`src/rtl/laser_tx_serializer.sv`:
```
// laser_tx_serializer: frames bytes (start=1, data LSB first, optional even
// parity, stop=0) and drives them onto the laser line, one bit per bit_clk
// period. bit_clk is only edge-detected; CLOCK_50 is the single clock.
// Optional parity bit: define LASER_TX_PARITY_EN.
module laser_tx_serializer #(
  parameter int DATA_W    = 8,
  parameter int STOP_BITS = 1
) (
  input  logic              CLOCK_50,
  input  logic              reset_n,
  input  logic              en,
  input  logic              bit_clk,
  input  logic [DATA_W-1:0] in_data,
  input  logic              in_valid,
  output logic              in_ready,
  output logic              laser_out,
  output logic              busy,
  output logic              tx_done
);

  localparam int CNT_W  = $clog2(DATA_W) + 1;
  localparam int STOP_W = $clog2(STOP_BITS) + 1;
  localparam logic [CNT_W-1:0]  LAST_BIT  = CNT_W'(DATA_W - 1);
  localparam logic [STOP_W-1:0] LAST_STOP = STOP_W'(STOP_BITS - 1);

  typedef enum logic [2:0] {
    S_IDLE   = 3'd0,
    S_WAIT   = 3'd1,
    S_START  = 3'd2,
    S_DATA   = 3'd3,
    S_PARITY = 3'd4,
    S_STOP   = 3'd5
  } state_t;

  state_t              r_state;
  logic                r_bit_clk_d;
  logic [DATA_W-1:0]   r_shreg;
  logic [CNT_W-1:0]    r_bit_cnt;
  logic [STOP_W-1:0]   r_stop_cnt;
  logic                r_in_ready;
  logic                r_laser;
  logic                r_busy;
  logic                r_tx_done;
  logic                w_bit_tick;
  logic                w_accept;

`ifdef LASER_TX_PARITY_EN
  logic                r_parity;

  // Even parity over the byte as it was accepted.
  function automatic logic even_parity(input logic [DATA_W-1:0] d);
    return ^d;
  endfunction
`endif

  // A bit period starts on each rising edge of bit_clk.
  assign w_bit_tick = bit_clk & ~r_bit_clk_d;
  // Acceptance only happens in IDLE while in_ready is already showing high.
  assign w_accept   = (r_state == S_IDLE) & r_in_ready & in_valid & en;

  assign in_ready  = r_in_ready;
  assign laser_out = r_laser;
  assign busy      = r_busy;
  assign tx_done   = r_tx_done;

  // Delay bit_clk by one system clock for rising-edge detection.
  always_ff @(posedge CLOCK_50 or negedge reset_n) begin
    if (!reset_n) begin
      r_bit_clk_d <= 1'b0;
    end else begin
      r_bit_clk_d <= bit_clk;
    end
  end

  // Frame sequencer: state, shift register, counters and all registered outputs.
  always_ff @(posedge CLOCK_50 or negedge reset_n) begin
    if (!reset_n) begin
      r_state    <= S_IDLE;
      r_shreg    <= '0;
      r_bit_cnt  <= '0;
      r_stop_cnt <= '0;
      r_in_ready <= 1'b0;
      r_laser    <= 1'b0;
      r_busy     <= 1'b0;
      r_tx_done  <= 1'b0;
`ifdef LASER_TX_PARITY_EN
      r_parity   <= 1'b0;
`endif
    end else if (!en) begin
      // Abort: drop the frame and hold the line dark until enabled again.
      r_state    <= S_IDLE;
      r_in_ready <= 1'b0;
      r_laser    <= 1'b0;
      r_busy     <= 1'b0;
      r_tx_done  <= 1'b0;
    end else begin
      r_tx_done <= 1'b0;
      case (r_state)
        S_IDLE: begin
          r_laser <= 1'b0;
          if (w_accept) begin
            r_shreg    <= in_data;
            r_state    <= S_WAIT;
            r_busy     <= 1'b1;
            r_in_ready <= 1'b0;
`ifdef LASER_TX_PARITY_EN
            r_parity   <= even_parity(in_data);
`endif
          end else begin
            r_in_ready <= 1'b1;
            r_busy     <= 1'b0;
          end
        end
        S_WAIT: begin
          // The first tick seen here opens the start bit.
          if (w_bit_tick) begin
            r_state <= S_START;
            r_laser <= 1'b1;
          end
        end
        S_START: begin
          if (w_bit_tick) begin
            r_laser   <= r_shreg[0];
            r_shreg   <= r_shreg >> 1;
            r_bit_cnt <= '0;
            r_state   <= S_DATA;
          end
        end
        S_DATA: begin
          if (w_bit_tick) begin
            r_bit_cnt <= r_bit_cnt + CNT_W'(1);
            if (r_bit_cnt == LAST_BIT) begin
              r_stop_cnt <= '0;
`ifdef LASER_TX_PARITY_EN
              r_laser    <= r_parity;
              r_state    <= S_PARITY;
`else
              r_laser    <= 1'b0;
              r_state    <= S_STOP;
`endif
            end else begin
              r_laser <= r_shreg[0];
              r_shreg <= r_shreg >> 1;
            end
          end
        end
`ifdef LASER_TX_PARITY_EN
        S_PARITY: begin
          if (w_bit_tick) begin
            r_laser    <= 1'b0;
            r_stop_cnt <= '0;
            r_state    <= S_STOP;
          end
        end
`endif
        S_STOP: begin
          r_laser <= 1'b0;
          if (w_bit_tick) begin
            if (r_stop_cnt == LAST_STOP) begin
              // in_ready is re-armed from IDLE on the following cycle.
              r_tx_done  <= 1'b1;
              r_busy     <= 1'b0;
              r_in_ready <= 1'b0;
              r_state    <= S_IDLE;
            end else begin
              r_stop_cnt <= r_stop_cnt + STOP_W'(1);
            end
          end
        end
        default: begin
          r_state    <= S_IDLE;
          r_laser    <= 1'b0;
          r_busy     <= 1'b0;
          r_in_ready <= 1'b0;
        end
      endcase
    end
  end

endmodule

```
`config.mk`:
```
export PLATFORM = sky130hd
export DESIGN_NAME = laser_tx_serializer
export DESIGN_NICKNAME = d
export VERILOG_FILES = /design/src/rtl/laser_tx_serializer.sv
export SDC_FILE = /design/constraint.sdc
export NUM_CORES = 1
export LEC_CHECK = 0
export CAP_MARGIN = 20
export CORE_MARGIN = 4
export CORE_UTILIZATION = 50
export CTS_CLUSTER_SIZE = 25
export DETAILED_ROUTE_END_ITERATION = 8
export PLACE_DENSITY = 0.81
export SLEW_MARGIN = 5
export SYNTH_ARGS = -nofsm -noshare
export SYNTH_HDL_FRONTEND = slang
export SYNTH_SLANG_ARGS = --single-unit
```
`constraint.sdc`:
```
create_clock -name CLOCK_50 -period 3 [get_ports CLOCK_50]
set_input_delay 0.6 -clock CLOCK_50 [delete_from_list [all_inputs] [get_ports CLOCK_50]]
set_output_delay 0.6 -clock CLOCK_50 [all_outputs]
set_load 0.02 [all_outputs]
```
==> impl_metrics.json <==
{
  "status": "complete, no violations",
  "cts_setup_buffers": 0,
  "drt-pass1-iter-count": 4,
  "die_y_um": 53.6,
  "rsz0062_at_grt": "false",
  "synthSimpleGateAreaFrac_pct": 20.7,
  "layout_common_cells": "dfrtp_1, clkdlybuf4s50_1, mux2_2, nand2_1, nand3_1",
  "yosysSeqAreaShare_pct": 48.1,
  "crit_start": "en",
  "hpwl_um": 1560,
  "drv_slew": 0,
  "synth-seq-cells": 20,
  "synth_warnings": 0,
  "die_w_um": 53.6,
  "area_delta_synth_final_pct": 19.4,
  "max_freq_mhz": 494,
  "synth_fa_ha_area_share_pct": 1.20,
  "setup_tns_ns": 0,
  "finalPower_uw": 922,
  "vdd_drop_max_v": 0.000487,
  "hold_buffers": 0,
  "cts_tree": "done",
  "syn_area_um2": 1040,
  "hold_path.startpoint": "busy",
  "drt_iter0_markers": 14,
  "clk_latency_ns": 0.29,
  "synth_top_family_by_area": "simple AND/OR/NAND/NOR gates",
  "fin_skew_ns": 0.00781,
  "ios": 17,
  "final_nets": 130,
  "drcViolationCount": 0,
  "p_per_area_nw_per_um2": 742,
  "via_per_inst": 5.63,
  "synth_nets": 111,
  "netlist_instances": 97,
  "track_usage_pct": 17.1,
  "synth_top_area_cell": "dfrtp_1",
  "synth_compound_area_share_pct": 11.8,
  "synthTopCellsByArea": "dfrtp_1, mux2_2, nand2_1",
  "crit_type": "in2reg",
  "fillers": 182,
  "diodes": 0,
  "grt_pass1_wl_um": 3510,
  "wl_per_cell_um": 14.3,
  "muxShareOfSynthArea_pct": 16.1,
  "io_buffers": 16,
  "min_period_over_period_pct": 67.4,
  "clk_pin_slew_ns": 0.10,
  "ant_nets": 0,
  "layout-drive-gt1-share_pct": 16.7,
  "wl_um": 2010,
  "initial_core_util_pct": 53.1,
  "worstMarginPinSlew_ns": 0.868,
  "synth-xor-area-share_pct": 0,
  "critPathLaunchType": "primary input",
  "coreArea_um2": 1960,
  "overflow": 0,
  "setup_viol": 0,
  "grt_max_degree": 21,
  "num_vias": 794,
  "antenna_found_initial": 0,
  "cp.required_ns": 3.19,
  "rr_startpoint": "r_state[1]",
  "layout_commonest_cell": "dfrtp_1",
  "fin_ws_ns": 0.977,
  "rows": 16,
  "syn_avg_cell_area_um2": 10.7,
  "critPathCaptureType": "flip-flop",
  "clock_sinks": 20,
  "yosysTopAreaCellShare_pct": 48.1,
  "drv_cap": 0,
  "leakage_uw": 0.000523,
  "place_ws_ns": 0.687,
  "arrival_ns": 2.21,
  "first_global_vias": 766,
  "hold_viol": 0,
  "period_minus_slack_ns": 2.02,
  "yosysUniqueCellTypes": 29,
  "cts.root.buffer_cell": "clkbuf_4",
  "numCtsBuffers": 3,
  "cts_resized": 0,
  "slew_headroom_pct": 41.9,
  "cp_max_fo": 8,
  "hp-class": "reg2reg",
  "h-tree-depth": 1,
  "dieArea_um2": 2880,
  "clock_path_buffers": 2,
  "gp_congestion": 0.823
}
[critical path: stages]
cell             delay (ns)
clkdlybuf4s50_1        0.61
nor2b_1                0.38
nand3_1                0.12
nand3_1                0.15
mux2_2                 0.35
[cell usage after synthesis, drive strengths merged]
master / instances
a311o: 1
a22o: 1
nor2: 4
o211ai: 2
nand3: 8
o2bb2ai: 3
clkbuf: 1
mux2: 14
o21ai: 7
buf: 1
mux2i: 1
nand3b: 1
nand2: 12
a31oi: 1
and3: 1
and3b: 1
inv: 2
dfrtp: 20
nand4: 3
nor2b: 3
ha: 1
or2: 2
a21oi: 1
nand2b: 4
a211o: 1
o31ai: 1
[layer usage]
metal	wire length, um	global-route usage, %	part of all wire (%)	vias up
li1	-	-	-	388
met1	880	22.9	44	376
met2	982	26.3	49	28
met3	142	6.09	7.1	2
met4	7	4.26	0.35	0
met5	0	0	0	-
[path summary, 6_finish.rpt]
path                       depth (start not counted)  slack [ns]         end
min in group asynchronous                          1        0.79  r_state[2]
min                                                1        0.50        busy
min reg2reg                                        1        0.50        busy
max in group asynchronous                          1        1.67    in_ready
max reg2reg                                        4        1.05  r_shreg[0]
max                                                5        0.98  r_state[0]
[where the power goes]
part	internal, uW	total, uW	leakage [uW]	switching, uW
clock	46.7	120	0.0000138	73.7
combinational	198	382	0.000253	184
sequential	352	420	0.000256	67.6
total	597	922	0.000523	325
[final cells by class]
cell class / count / area [um2] / area share [%]
multi-input cells: 73 / 518 / 41.7
flip-flops and latches: 20 / 500 / 40.3
clock buffers: 3 / 22.5 / 1.81
repair buffers: 16 / 160 / 12.9
well taps: 27 / 33.8 / 2.72
inverters: 2 / 7.51 / 0.604
[flip-flops by register name, indices dropped and copies added (netlist names)]
name	cells
in_ready	1
r_shreg	8
r_state	3
r_bit_cnt	4
tx_done	1
laser_out	1
busy	1
r_bit_clk_d	1
[kinds of logic (layout without fill, tap and decap cells)]
group / count (synthesis) / after routing
AO/OA/AOI/OAI: 18 / 18
AND/OR/NAND/NOR: 39 / 39
multiplexers: 15 / 15
buffers and inverters: 4 / 21
flip-flops: 20 / 20
adder cells (fa/ha/maj): 1 / 1
[metrics by stage]
| step | cells | hold WS [ns] | area [um2] | util (%) |
|---|---|---|---|---|
| after floorplan | 97 | 0.304 | 1040 | - |
| after global placement | 138 | 0.476 | 1220 | 62.2 |
| after detailed placement | 138 | 0.482 | 1220 | 62.2 |
| after CTS | 141 | 0.506 | 1240 | 63.3 |
| after global routing | 141 | 0.544 | 1240 | 63.3 |
| final | 141 | 0.501 | 1240 | 63.3 |
Note: power is estimated with default switching activity, not from simulation.
